### config.mk
export PLATFORM = sky130hd
export DESIGN_NAME = uart_transceiver_flat
export DESIGN_NICKNAME = d
export VERILOG_FILES = /design/src/rtl/uart_transceiver_if.sv /design/src/rtl/uart_transceiver.sv /design/src/flat_wrapper.sv
export SDC_FILE = /design/constraint.sdc
export NUM_CORES = 1
export LEC_CHECK = 0
export ABC_AREA = 0
export CAP_MARGIN = 20
export CORE_ASPECT_RATIO = 0.7
export CORE_MARGIN = 2
export CORE_UTILIZATION = 25
export CTS_CLUSTER_DIAMETER = 50
export DETAILED_ROUTE_END_ITERATION = 7
export DONT_BUFFER_PORTS = 1
export HOLD_SLACK_MARGIN = 0.08
export PLACE_DENSITY = 0.36
export SYNTH_ARGS = -nofsm -noshare
export SYNTH_HDL_FRONTEND = slang
export SYNTH_SLANG_ARGS = --single-unit
export TNS_END_PERCENT = 50
### constraint.sdc
create_clock -name i_Clock -period 2.6 [get_ports i_Clock]
set_input_delay 0.26 -clock i_Clock [delete_from_list [all_inputs] [get_ports i_Clock]]
set_output_delay 0.26 -clock i_Clock [all_outputs]
set_load 0.05 [all_outputs]
### src/rtl/uart_transceiver_if.sv
// Parallel-side bundle of the 8N1 UART: TX request/status, RX data/strobe, and both serial pins.
// Signal prefixes are from the UART's point of view (slave modport).
interface uart_transceiver_if;
    logic       i_Tx_DV;
    logic [7:0] i_Tx_Byte;
    logic       o_Tx_Active;
    logic       o_Tx_Serial;
    logic       o_Tx_Done;
    logic       i_Rx_Serial;
    logic       o_Rx_DV;
    logic [7:0] o_Rx_Byte;

    modport slave (
        input  i_Tx_DV, i_Tx_Byte, i_Rx_Serial,
        output o_Tx_Active, o_Tx_Serial, o_Tx_Done, o_Rx_DV, o_Rx_Byte
    );

    modport master (
        output i_Tx_DV, i_Tx_Byte, i_Rx_Serial,
        input  o_Tx_Active, o_Tx_Serial, o_Tx_Done, o_Rx_DV, o_Rx_Byte
    );
endinterface

### src/rtl/uart_transceiver.sv
// 8N1 UART with independent transmitter and receiver sharing one clock and reset.
// Fixed baud: CLKS_PER_BIT clocks per bit; receiver samples at mid-bit after a 2-flop synchronizer.
module uart_transceiver #(
    parameter int CLKS_PER_BIT = 234
) (
    input  logic               i_Clock,
    input  logic               i_Resetn,
    uart_transceiver_if.slave  io_uart
);

    localparam int CW = (CLKS_PER_BIT > 1) ? $clog2(CLKS_PER_BIT) : 1;
    localparam logic [CW-1:0] LAST_CNT = CW'(CLKS_PER_BIT - 1);
    localparam logic [CW-1:0] MID_CNT  = CW'((CLKS_PER_BIT - 1) / 2);

    typedef enum logic [2:0] {
        S_IDLE    = 3'd0,
        S_START   = 3'd1,
        S_DATA    = 3'd2,
        S_STOP    = 3'd3,
        S_CLEANUP = 3'd4
    } state_t;

    // ---------------- transmitter ----------------
    state_t        r_tx_state,  w_tx_state_next;
    logic [CW-1:0] r_tx_cnt,    w_tx_cnt_next;
    logic [2:0]    r_tx_idx,    w_tx_idx_next;
    logic [7:0]    r_tx_data,   w_tx_data_next;
    logic          r_tx_serial, w_tx_serial_next;
    logic          r_tx_active, w_tx_active_next;
    logic          r_tx_done,   w_tx_done_next;
    logic [2:0]    w_tx_idx_inc;

    assign w_tx_idx_inc = r_tx_idx + 3'd1;

    always_ff @(posedge i_Clock or negedge i_Resetn) begin
        if (!i_Resetn) begin
            r_tx_state  <= S_IDLE;
            r_tx_cnt    <= '0;
            r_tx_idx    <= '0;
            r_tx_data   <= '0;
            r_tx_serial <= 1'b1;
            r_tx_active <= 1'b0;
            r_tx_done   <= 1'b0;
        end else begin
            r_tx_state  <= w_tx_state_next;
            r_tx_cnt    <= w_tx_cnt_next;
            r_tx_idx    <= w_tx_idx_next;
            r_tx_data   <= w_tx_data_next;
            r_tx_serial <= w_tx_serial_next;
            r_tx_active <= w_tx_active_next;
            r_tx_done   <= w_tx_done_next;
        end
    end

    // The serial output is registered, so each state loads the level for the bit that starts next.
    always_comb begin
        w_tx_state_next  = r_tx_state;
        w_tx_cnt_next    = r_tx_cnt;
        w_tx_idx_next    = r_tx_idx;
        w_tx_data_next   = r_tx_data;
        w_tx_serial_next = r_tx_serial;
        w_tx_active_next = r_tx_active;
        w_tx_done_next   = 1'b0;
        case (r_tx_state)
            S_IDLE: begin
                w_tx_serial_next = 1'b1;
                w_tx_cnt_next    = '0;
                w_tx_idx_next    = '0;
                if (io_uart.i_Tx_DV) begin
                    w_tx_data_next   = io_uart.i_Tx_Byte;
                    w_tx_active_next = 1'b1;
                    w_tx_serial_next = 1'b0;
                    w_tx_state_next  = S_START;
                end
            end
            S_START: begin
                if (r_tx_cnt == LAST_CNT) begin
                    w_tx_cnt_next    = '0;
                    w_tx_serial_next = r_tx_data[0];
                    w_tx_state_next  = S_DATA;
                end else begin
                    w_tx_cnt_next = r_tx_cnt + 1'b1;
                end
            end
            S_DATA: begin
                if (r_tx_cnt == LAST_CNT) begin
                    w_tx_cnt_next = '0;
                    if (r_tx_idx == 3'd7) begin
                        w_tx_idx_next    = '0;
                        w_tx_serial_next = 1'b1;
                        w_tx_state_next  = S_STOP;
                    end else begin
                        w_tx_idx_next    = w_tx_idx_inc;
                        w_tx_serial_next = r_tx_data[w_tx_idx_inc];
                    end
                end else begin
                    w_tx_cnt_next = r_tx_cnt + 1'b1;
                end
            end
            S_STOP: begin
                if (r_tx_cnt == LAST_CNT) begin
                    w_tx_cnt_next    = '0;
                    w_tx_done_next   = 1'b1;
                    w_tx_active_next = 1'b0;
                    w_tx_state_next  = S_CLEANUP;
                end else begin
                    w_tx_cnt_next = r_tx_cnt + 1'b1;
                end
            end
            S_CLEANUP: w_tx_state_next = S_IDLE;
            default:   w_tx_state_next = S_IDLE;
        endcase
    end

    assign io_uart.o_Tx_Serial = r_tx_serial;
    assign io_uart.o_Tx_Active = r_tx_active;
    assign io_uart.o_Tx_Done   = r_tx_done;

    // ---------------- receiver ----------------
    logic          r_rx_sync1, r_rx_sync2;
    logic          w_rx_line;
    state_t        r_rx_state, w_rx_state_next;
    logic [CW-1:0] r_rx_cnt,   w_rx_cnt_next;
    logic [2:0]    r_rx_idx,   w_rx_idx_next;
    logic [7:0]    r_rx_shift, w_rx_shift_next;
    logic [7:0]    r_rx_byte,  w_rx_byte_next;
    logic          r_rx_dv,    w_rx_dv_next;
    logic          r_rx_armed, w_rx_armed_next;

    assign w_rx_line = r_rx_sync2;

    always_ff @(posedge i_Clock or negedge i_Resetn) begin
        if (!i_Resetn) begin
            r_rx_sync1 <= 1'b1;
            r_rx_sync2 <= 1'b1;
            r_rx_state <= S_IDLE;
            r_rx_cnt   <= '0;
            r_rx_idx   <= '0;
            r_rx_shift <= '0;
            r_rx_byte  <= '0;
            r_rx_dv    <= 1'b0;
            r_rx_armed <= 1'b0;
        end else begin
            r_rx_sync1 <= io_uart.i_Rx_Serial;
            r_rx_sync2 <= r_rx_sync1;
            r_rx_state <= w_rx_state_next;
            r_rx_cnt   <= w_rx_cnt_next;
            r_rx_idx   <= w_rx_idx_next;
            r_rx_shift <= w_rx_shift_next;
            r_rx_byte  <= w_rx_byte_next;
            r_rx_dv    <= w_rx_dv_next;
            r_rx_armed <= w_rx_armed_next;
        end
    end

    // A start is only accepted after the line has been seen high in IDLE, so a stuck-low
    // line following a framing error cannot retrigger reception.
    always_comb begin
        w_rx_state_next = r_rx_state;
        w_rx_cnt_next   = r_rx_cnt;
        w_rx_idx_next   = r_rx_idx;
        w_rx_shift_next = r_rx_shift;
        w_rx_byte_next  = r_rx_byte;
        w_rx_armed_next = r_rx_armed;
        w_rx_dv_next    = 1'b0;
        case (r_rx_state)
            S_IDLE: begin
                w_rx_cnt_next = '0;
                w_rx_idx_next = '0;
                if (w_rx_line) begin
                    w_rx_armed_next = 1'b1;
                end else if (r_rx_armed) begin
                    w_rx_armed_next = 1'b0;
                    w_rx_state_next = S_START;
                end
            end
            S_START: begin
                if (r_rx_cnt == MID_CNT) begin
                    w_rx_cnt_next   = '0;
                    w_rx_state_next = w_rx_line ? S_IDLE : S_DATA;
                end else begin
                    w_rx_cnt_next = r_rx_cnt + 1'b1;
                end
            end
            S_DATA: begin
                if (r_rx_cnt == LAST_CNT) begin
                    w_rx_cnt_next             = '0;
                    w_rx_shift_next[r_rx_idx] = w_rx_line;
                    if (r_rx_idx == 3'd7) begin
                        w_rx_idx_next   = '0;
                        w_rx_state_next = S_STOP;
                    end else begin
                        w_rx_idx_next = r_rx_idx + 3'd1;
                    end
                end else begin
                    w_rx_cnt_next = r_rx_cnt + 1'b1;
                end
            end
            S_STOP: begin
                if (r_rx_cnt == LAST_CNT) begin
                    w_rx_cnt_next   = '0;
                    w_rx_state_next = S_CLEANUP;
                    if (w_rx_line) begin
                        w_rx_byte_next = r_rx_shift;
                        w_rx_dv_next   = 1'b1;
                    end
                end else begin
                    w_rx_cnt_next = r_rx_cnt + 1'b1;
                end
            end
            S_CLEANUP: w_rx_state_next = S_IDLE;
            default:   w_rx_state_next = S_IDLE;
        endcase
    end

    assign io_uart.o_Rx_DV   = r_rx_dv;
    assign io_uart.o_Rx_Byte = r_rx_byte;

endmodule

### src/flat_wrapper.sv
// flat-port wrapper written by rule: the top's interface ports become plain ports
module uart_transceiver_flat 
#(
    parameter int CLKS_PER_BIT = 234
)
  (i_Clock, i_Resetn, io_uart_i_Tx_DV, io_uart_i_Tx_Byte, io_uart_i_Rx_Serial, io_uart_o_Tx_Active, io_uart_o_Tx_Serial, io_uart_o_Tx_Done, io_uart_o_Rx_DV, io_uart_o_Rx_Byte);
  uart_transceiver_if io_uart_i ();
  input  logic i_Clock;
  input  logic i_Resetn;
  input wire logic [$bits(io_uart_i.i_Tx_DV)-1:0] io_uart_i_Tx_DV;
  input wire logic [$bits(io_uart_i.i_Tx_Byte)-1:0] io_uart_i_Tx_Byte;
  input wire logic [$bits(io_uart_i.i_Rx_Serial)-1:0] io_uart_i_Rx_Serial;
  output wire logic [$bits(io_uart_i.o_Tx_Active)-1:0] io_uart_o_Tx_Active;
  output wire logic [$bits(io_uart_i.o_Tx_Serial)-1:0] io_uart_o_Tx_Serial;
  output wire logic [$bits(io_uart_i.o_Tx_Done)-1:0] io_uart_o_Tx_Done;
  output wire logic [$bits(io_uart_i.o_Rx_DV)-1:0] io_uart_o_Rx_DV;
  output wire logic [$bits(io_uart_i.o_Rx_Byte)-1:0] io_uart_o_Rx_Byte;
  assign io_uart_i.i_Tx_DV = io_uart_i_Tx_DV;
  assign io_uart_i.i_Tx_Byte = io_uart_i_Tx_Byte;
  assign io_uart_i.i_Rx_Serial = io_uart_i_Rx_Serial;
  assign io_uart_o_Tx_Active = io_uart_i.o_Tx_Active;
  assign io_uart_o_Tx_Serial = io_uart_i.o_Tx_Serial;
  assign io_uart_o_Tx_Done = io_uart_i.o_Tx_Done;
  assign io_uart_o_Rx_DV = io_uart_i.o_Rx_DV;
  assign io_uart_o_Rx_Byte = io_uart_i.o_Rx_Byte;
  uart_transceiver #(.CLKS_PER_BIT(CLKS_PER_BIT)) u_core (.i_Clock(i_Clock), .i_Resetn(i_Resetn), .io_uart(io_uart_i));
endmodule
### Word level (Yosys, flattened, before mapping)

Index checks and enable logic that the tools add are counted.

* register bits: 59
* word-level logic and storage cells: 108

* $lt $le $gt $ge: 3
* reduce and logical (&&, ||, !) cells: 20
* mux-type cells: 43
* add/sub/neg operators: 4
* equal/unequal tests: 22

Operator list (count)
* 3-bit two-way mux: 15
* 8-bit two-way mux: 3
* 3-bit one-hot mux with 4 select lines: 2
* 8-bit one-hot mux with 3 select lines: 1
* 2-bit by 1-bit inequality test with 1-bit output, second input constant: 9
* 8-bit by 1-bit adder with 8-bit output, second input constant: 2
* 8-bit equality test, second input constant: 2
* 8-bit one-hot mux with 2 select lines: 1
* 1-bit two-way mux: 13
* 3-bit by 2-bit equality test with 1-bit output, second input constant: 4
* 3-bit one-hot mux with 2 select lines: 2
* 3-bit AND reduction: 3
* 8-bit bitwise mux: 1
* 8-bit by 7-bit equality test with 1-bit output, second input constant: 1
* 3-bit by 4-bit < comparator with 1-bit output, second input constant: 2
* 2-bit AND reduction: 4
* 2-bit nonzero test: 4
* 3-bit by 1-bit adder with 3-bit output, second input constant: 2
* 3-bit by 1-bit equality test with 1-bit output, second input constant: 2
* 3-bit equality test, second input constant: 2
* 3-bit zero test: 2
* 6-bit AND reduction: 1
* 3-bit nonzero test: 2
* 5-bit AND reduction: 1
* other kinds (10): 11

### Longest topological paths before layout

Gate-level depths: netlist (run 1).

* depth in word-level cells: 6
* mapped depth: 6
* mapped depth without buffers: 6

### Worst setup path after synthesis (run 1)

OpenSTA, ideal clock, no wires.

* kind: reg-to-reg
* start point: register u_core.r_tx_idx[0]
* end point: register u_core.r_tx_serial (netlist: u_core.io_uart.o_Tx_Serial)
* buffers on the path: 1
* data arrival time: 1.794 ns
* period minus slack after synthesis: 1.877 ns
* setup slack: 0.723 ns
* cell stages (with the launch flop): 7
* path through: dfrtp_1 > ha_1 > clkbuf_1 > nor2b_1 > a2111oi_0 > and4b_1 > o32a_1

* word-level cells in the longest chain between the ends: 6

Ends and longest elaborated chain
* from (decl): RTL line uart_transceiver.sv:26 `logic [2:0] r_tx_idx, w_tx_idx_next;`
* from (signal assigned): RTL line uart_transceiver.sv:47 `r_tx_idx <= w_tx_idx_next;`
* 3-bit by 1-bit adder with 3-bit output: RTL line uart_transceiver.sv:33 `assign w_tx_idx_inc = r_tx_idx + 3'd1;`
* 1-bit binary-select mux with 3-bit select: RTL line uart_transceiver.sv:94 `w_tx_serial_next = r_tx_data[w_tx_idx_inc];`
* 1-bit two-way mux (implied by the code): RTL line uart_transceiver.sv:94
* 1-bit two-way mux *: RTL line uart_transceiver.sv:88 `if (r_tx_idx == 3'd7) begin`
* 1-bit two-way mux *: RTL line uart_transceiver.sv:86 `if (r_tx_cnt == LAST_CNT) begin`
* 1-bit one-hot mux with 3 select lines *: RTL line uart_transceiver.sv:64 `case (r_tx_state)`
* to (signal assigned): RTL line uart_transceiver.sv:49 `r_tx_serial <= w_tx_serial_next;`
* to (decl): RTL line uart_transceiver.sv:28 `logic r_tx_serial, w_tx_serial_next;`

Every way passes the cells marked *; elsewhere a longest branch is shown, timed or not. The select of a mux whose other input is x is not followed.
A chain may end at the register's enable or synchronous reset.

### Final worst setup path (run 1)

Same ends and word-level chain as after synthesis.

==> flow_summary.ini, run 1 <==
[run_status]
outcome = finished clean

[floorplan]
num_rows = 32
die_area_um2 = 12500
dieHeight_um = 94.2
die_w_um = 133
ios = 24
initial_core_util_pct = 26.0
core_um2 = 11200

[setup_path]
cp.required_ps = 2850
path_delay_family = compound AO/OA/AOI/OAI gates
rr_endpoint = u_core.io_uart.o_Tx_Serial
cpPeakStageDelay_ps = 460
regToRegSetupSlack_ps = 540
slowest_stage = ha_1
worstPathMaxFanout = 8
worst_ep_arrival_time_ps = 2310
worstSetupEndpointType = flop
startpoint_type = flop
worstPathBufferInverterCount = 0
reg2reg_depth = 5
r2r_start = u_core.r_tx_idx[0]
critPathKind = flop to flop
crit_chain = ha_1 > nor2b_1 > a2111oi_0 > and4b_1 > o32a_1

[place]
gp_congestion = 0.712
dp_hpwl_um = 4220
numPortBuffers = 0

[drt]
dr_total_vias = 2006
drt-initial-drc-count = 115
drc = 0
ant_nets = 0
viasPerCell = 4.59
totalWireLength_um = 6410
wl_per_cell_um = 14.7
dr.pass1.iters = 5

[sta]
finalHoldViolations = 0
fmax_ghz = 0.486
rsz0062_at_grt = false
tns_ps = 0
period_needed_ps = 2060
slew_viol_final = 0
tightest_slew_ps = 663
fin_crit_sh_pct = 79.2
slew_headroom_pct = 55.6
fin_skew_ps = 5.43
setup_viol_count_final = 0

[logic_synthesis]
yosysUniqueCellTypes = 51
yosysTopAreaCell = dfrtp_1
synth_area_um2 = 2900
synthArstFlopShare_pct = 100
post-synth-top-area-fraction_pct = 48.3
synth_edf_count = 0
syn_area_per_cell_um2 = 11.2
synth_nets = 281
ys_seq_area_share_pct = 51.0
synth-warning-count = 0
netlist_top_cells_area = dfrtp_1 (48%), mux2_2 (10%), ha_1 (3.9%), nor2_1 (2.8%), dfstp_2 (2.7%)
ys_seq_elements = 59
ys.flop_type = dfrtp_1
syn_inst = 260

[pwr]
cellPowerDensity_nw_per_um2 = 781
p_sw_uw = 713
power_uw = 2790
intPower_uw = 2080
seqPwrFrac_pct = 37.8
ir_drop_mv = 0.312
p_leak_uw = 0.00154
switching_share_pct = 25.5
power_frac_clock_pct = 48.9
pwr-share-comb_pct = 13.4

[clock_tree]
clockBufferDepth = 2
postCtsSetupBuffers = 0
cts_buffers = 9
cts_tree = built
cts.htree.levels = 3
cts_resized = 0
cts_sinks = 59
clkTransAtPathRegs_ps = 60
clock_latency_ps = 330
cts_root_buf = clkbuf_16
hold_buffers = 11

[hold_path]
min-delay-start = io_uart_i_Tx_DV
hold_end = u_core.r_tx_state[0]
min_path_type = input pin to flop
holdPathStages = 2

[run]
cap_violations = 0

[grt]
grt_max_degree = 60
grt_pass1_vias = 2107
grtUsageTotal_pct = 11.3
antenna_found_initial = 0
grt.overflow.total = 0
grt_pass1_wl_um = 11000

[final_layout]
diodes = 0
drive_gt1_share_pct = 20.4
layout.nets = 300
syn_to_final_growth_pct = 23.1
-- how the worst max path moves through the flow --
stage	to	slack, ps	depth (start not counted)	from
finish	u_core.io_uart.o_Tx_Serial	540	5	u_core.r_tx_idx[0]
global route	u_core.io_uart.o_Rx_Byte[7]	360	6	u_core.r_rx_cnt[1]
CTS	u_core.io_uart.o_Tx_Serial	510	5	u_core.r_tx_idx[0]
detailed placement	u_core.io_uart.o_Rx_Byte[2]	520	6	u_core.r_rx_cnt[1]
global placement	u_core.io_uart.o_Tx_Serial	530	5	u_core.r_tx_idx[0]
floorplan	u_core.io_uart.o_Tx_Serial	720	6	u_core.r_tx_idx[0]
-- power by group through the flow --
stage | clock (µW) | sequential, µW | combinational, µW
2_1_floorplan | 0 | 1050 | 249
3_3_place_gp | 0 | 1070 | 345
3_5_place_dp | 0 | 1070 | 337
4_1_cts | 1410 | 1050 | 377
5_1_grt | 1460 | 1060 | 426
6_report | 1360 | 1050 | 373
-- routing by layer --
| metal | wire length [µm] | vias to the layer above | GRT usage [%] | share of wire (%) |
|---|---|---|---|---|
| li1 | - | 993 | - | - |
| met1 | 3590 | 980 | 16.1 | 56 |
| met2 | 2540 | 27 | 15.6 | 40 |
| met3 | 214 | 6 | 3.99 | 3.3 |
| met4 | 61 | 0 | 4.30 | 0.95 |
| met5 | 0 | - | 0 | 0 |
-- logic make-up after synthesis --
logic type | Yosys count | share of synthesized area, %
AO/OA/AOI/OAI | 41 | 9.61
XOR/XNOR | 10 | 3.02
adder cells (fa/ha/maj) | 9 | 3.88
buffers and inverters | 17 | 2.20
flip-flops | 59 | 51.0
multiplexers | 29 | 11.1
AND/OR/NAND/NOR | 95 | 19.2
-- area by class of cell --
| cell class | instances | area (µm²) |
|---|---|---|
| clock buffers | 10 | 229 |
| clock inverters | 6 | 114 |
| fillers | 1130 | 7600 |
| inverters | 9 | 33.8 |
| multi-input cells | 184 | 1360 |
| flip-flops and latches | 59 | 1480 |
| well taps | 153 | 191 |
| repair buffers | 16 | 165 |
-- placed cells by master, fill, tap and decap left out, types with 4 or more instances in the layout --
master,count
nand3b_1,4
nor4_1,4
clkbuf_16,9
a21oi_1,7
xor2_1,4
dlygate4sd3_1,10
nand3_1,8
nor2_1,22
and4b_1,4
dfrtp_1,56
buf_4,5
mux2_2,26
xnor2_1,6
o211ai_1,4
o21ai_0,11
nand2_1,17
ha_1,9
inv_1,9
nor3_1,9
-- stage by stage --
stage	cell area (µm²)	util, %	hold slack [ps]	std cells	setup WS [ps]
after floorplan	2900	-	-35.6	260	723
after detailed placement	3100	27.8	-30.8	410	517
after CTS	3570	32.0	186	437	510
after global placement	3100	27.8	-32.2	410	525
final	3570	32.0	197	437	540
after global routing	3570	32.0	200	437	364
-- synth_stat cells, drive strengths merged, types with 4 or more instances --
library cell and instances:
inv 9, nand3b 4, o21ai 11, mux2 26, a21oi 8, clkbuf 8, nand2 18, nor4 5
dfrtp 56, ha 9, nor3 10, nand3 8, xnor2 6, nor2 22, and4b 5, o211ai 4
xor2 4
-- sequential cells by signal, indices dropped and copies added (netlist names) --
register	cells
u_core.io_uart.o_Rx_Byte	8
u_core.io_uart.o_Rx_DV	1
u_core.io_uart.o_Tx_Active	1
u_core.io_uart.o_Tx_Done	1
u_core.io_uart.o_Tx_Serial	1
u_core.r_rx_armed	1
u_core.r_rx_cnt	8
u_core.r_rx_idx	3
u_core.r_rx_shift	8
u_core.r_rx_state	3
u_core.r_rx_sync1	1
u_core.r_rx_sync2	1
u_core.r_tx_cnt	8
u_core.r_tx_data	8
u_core.r_tx_idx	3
u_core.r_tx_state	3
-- worst reg2reg max path: cells and delay by family (launching register included) --
kind,cells,cell delay [ps]
AND/OR/NAND/NOR,2,330
adder cells (fa/ha/maj),1,460
flip-flops,1,450
AO/OA/AOI/OAI,2,750
Note: power is estimated with default switching activity, not from simulation.
==> run 2: changes to the inputs <==
Clock period 2.6 ns to 1.93 ns, I/O delays scaled along.
==> flow_summary.ini, run 2 (synthesis gave the netlist of run 1 again) <==
[setup_path]
worstPathBufferInverterCount = 2
crit_chain = inv_1 > ha_1 > and3b_2 > nand2_4 > nor4_4 > buf_4 > mux2_2
worst_ep_arrival_time_ps = 2040
cp.required_ps = 2140
cpPeakStageDelay_ps = 390
critPathKind = flop to flop
slowest_stage = dfrtp_1
startpoint_type = flop
worstSetupEndpointType = flop
path_delay_family = simple AND/OR/NAND/NOR gates
worstPathMaxFanout = 9

[sta]
rsz0062_at_grt = false
fmax_ghz = 0.547
setup_viol_count_final = 0
slew_headroom_pct = 66.1
finalHoldViolations = 0
slew_viol_final = 0
fin_skew_ps = 6.75
period_needed_ps = 1830
tightest_slew_ps = 509
fin_crit_sh_pct = 94.7

[place]
gp_congestion = 0.744
numPortBuffers = 0
dp_hpwl_um = 4220
place_area_um2 = 3190

[run_status]
outcome = finished clean

[final_layout]
final_common_cell = dfrtp_1
utilization_pct = 32.5
stdcell_area_um2 = 3630
layout.nets = 311
syn_to_final_growth_pct = 25.1
drive_gt1_share_pct = 23.7
mostFrequentLayoutCells = dfrtp_1 (56), mux2_2 (26), nor2_1 (22), nand2_1 (17), buf_4 (16)
diodes = 0

[clock_tree]
cts_buffers = 9
clockBufferDepth = 2
clkTransAtPathRegs_ps = 50
cts_tree = built
clock_latency_ps = 330
cts_root_buf = clkbuf_16
cts_sinks = 59
cts.htree.levels = 3

[drt]
dr_total_vias = 2018
totalWireLength_um = 6320
drc = 0
ant_nets = 0
drt-initial-drc-count = 97
dr.pass1.iters = 4
wl_per_cell_um = 14.1
viasPerCell = 4.50

[grt]
grt_pass1_vias = 2050
grt.overflow.total = 0
grtUsageTotal_pct = 11.6
grt_max_degree = 60
grt_pass1_wl_um = 10900
antenna_found_initial = 0

[floorplan]
die_w_um = 133
dieHeight_um = 94.2
core_um2 = 11200
ios = 24
die_area_um2 = 12500
initial_core_util_pct = 26.0
num_rows = 32

[pwr]
ir_drop_mv = 0.489
cellPowerDensity_nw_per_um2 = 995
p_leak_uw = 0.00160

[hold_path]
min_path_type = input pin to flop

[run]
cap_violations = 0
## run 2: changes by cell type in the layout (fill, tap and decap cells not counted)
cell / delta
buf_4: +11
clkinv_4: -1
clkinvlp_4: -2
a2111oi_0: -1
bufinv_16: -2
clkbuf_1: +1
clkbuf_8: +3
nor3b_2: +1
a2111oi_2: +1
nor3b_1: -1
clkinv_2: +1
## run 2: cell type report
type	count	area, µm²
multi-input combinational	184	1370
clock buffer	14	274
clock inverter	2	35.0
sequential	59	1480
inverter	9	33.8
timing repair buffer	27	248
tap	153	191
fill	1148	7540
## run 2: timing repair
item,4_1_cts,5_1_grt
buffers inserted,0,0
setup endpoints to repair,1,2
endpoints found under the hold margin,68,0
hold buffers,11,0
resized for setup,1,2
## run 2: layer usage
layer	global-route usage, %	vias to the layer above	wire length (µm)
li1	-	1018	-
met1	16.6	965	3600
met2	14.6	28	2330
met3	5.50	7	313
met4	4.30	0	81
met5	0	-	0
## run 2: final timing paths
check                                   start                           to  slack (ps)  cells past startpoint
setup / recovery           u_core.r_rx_cnt[1]  u_core.io_uart.o_Rx_Byte[7]         100                      7
hold / removal                io_uart_i_Tx_DV         u_core.r_tx_state[0]         130                      2
setup reg to reg           u_core.r_rx_cnt[1]  u_core.io_uart.o_Rx_Byte[7]         100                      7
hold reg to reg             u_core.r_rx_sync1            u_core.r_rx_sync2         350                      0
max in group asynchronous            i_Resetn            u_core.r_rx_sync2        1210                      2
min in group asynchronous            i_Resetn          u_core.r_tx_data[1]         400                      2
## run 2: stage by stage
| step | hold slack, ps | setup WS (ps) | cells | TNS [ps] | power, µW |
|---|---|---|---|---|---|
| finish | 125 | 102 | 448 | 0 | 3620 |
| global route | 132 | 9.28 | 448 | 0 | 3840 |
| CTS | 108 | 56.7 | 448 | 0 | 3670 |
| detailed placement | -98.6 | 46.2 | 421 | 0 | 1930 |
| global placement | -98.7 | -99.5 | 421 | -99.5 | 1940 |
| floorplan | -103 | 53.0 | 260 | 0 | 1750 |
## run 2: power by group
group,internal [µW],switching [µW],total (µW)
clock network,1100,546,1650
logic,252,316,567
registers,1330,76.1,1400
## run 2: worst reg2reg max path: stages, from the launching register on
cell	delay, ps
dfrtp_1	390
inv_1	100
ha_1	140
and3b_2	230
nand2_4	90
nor4_4	200
buf_4	210
mux2_2	350
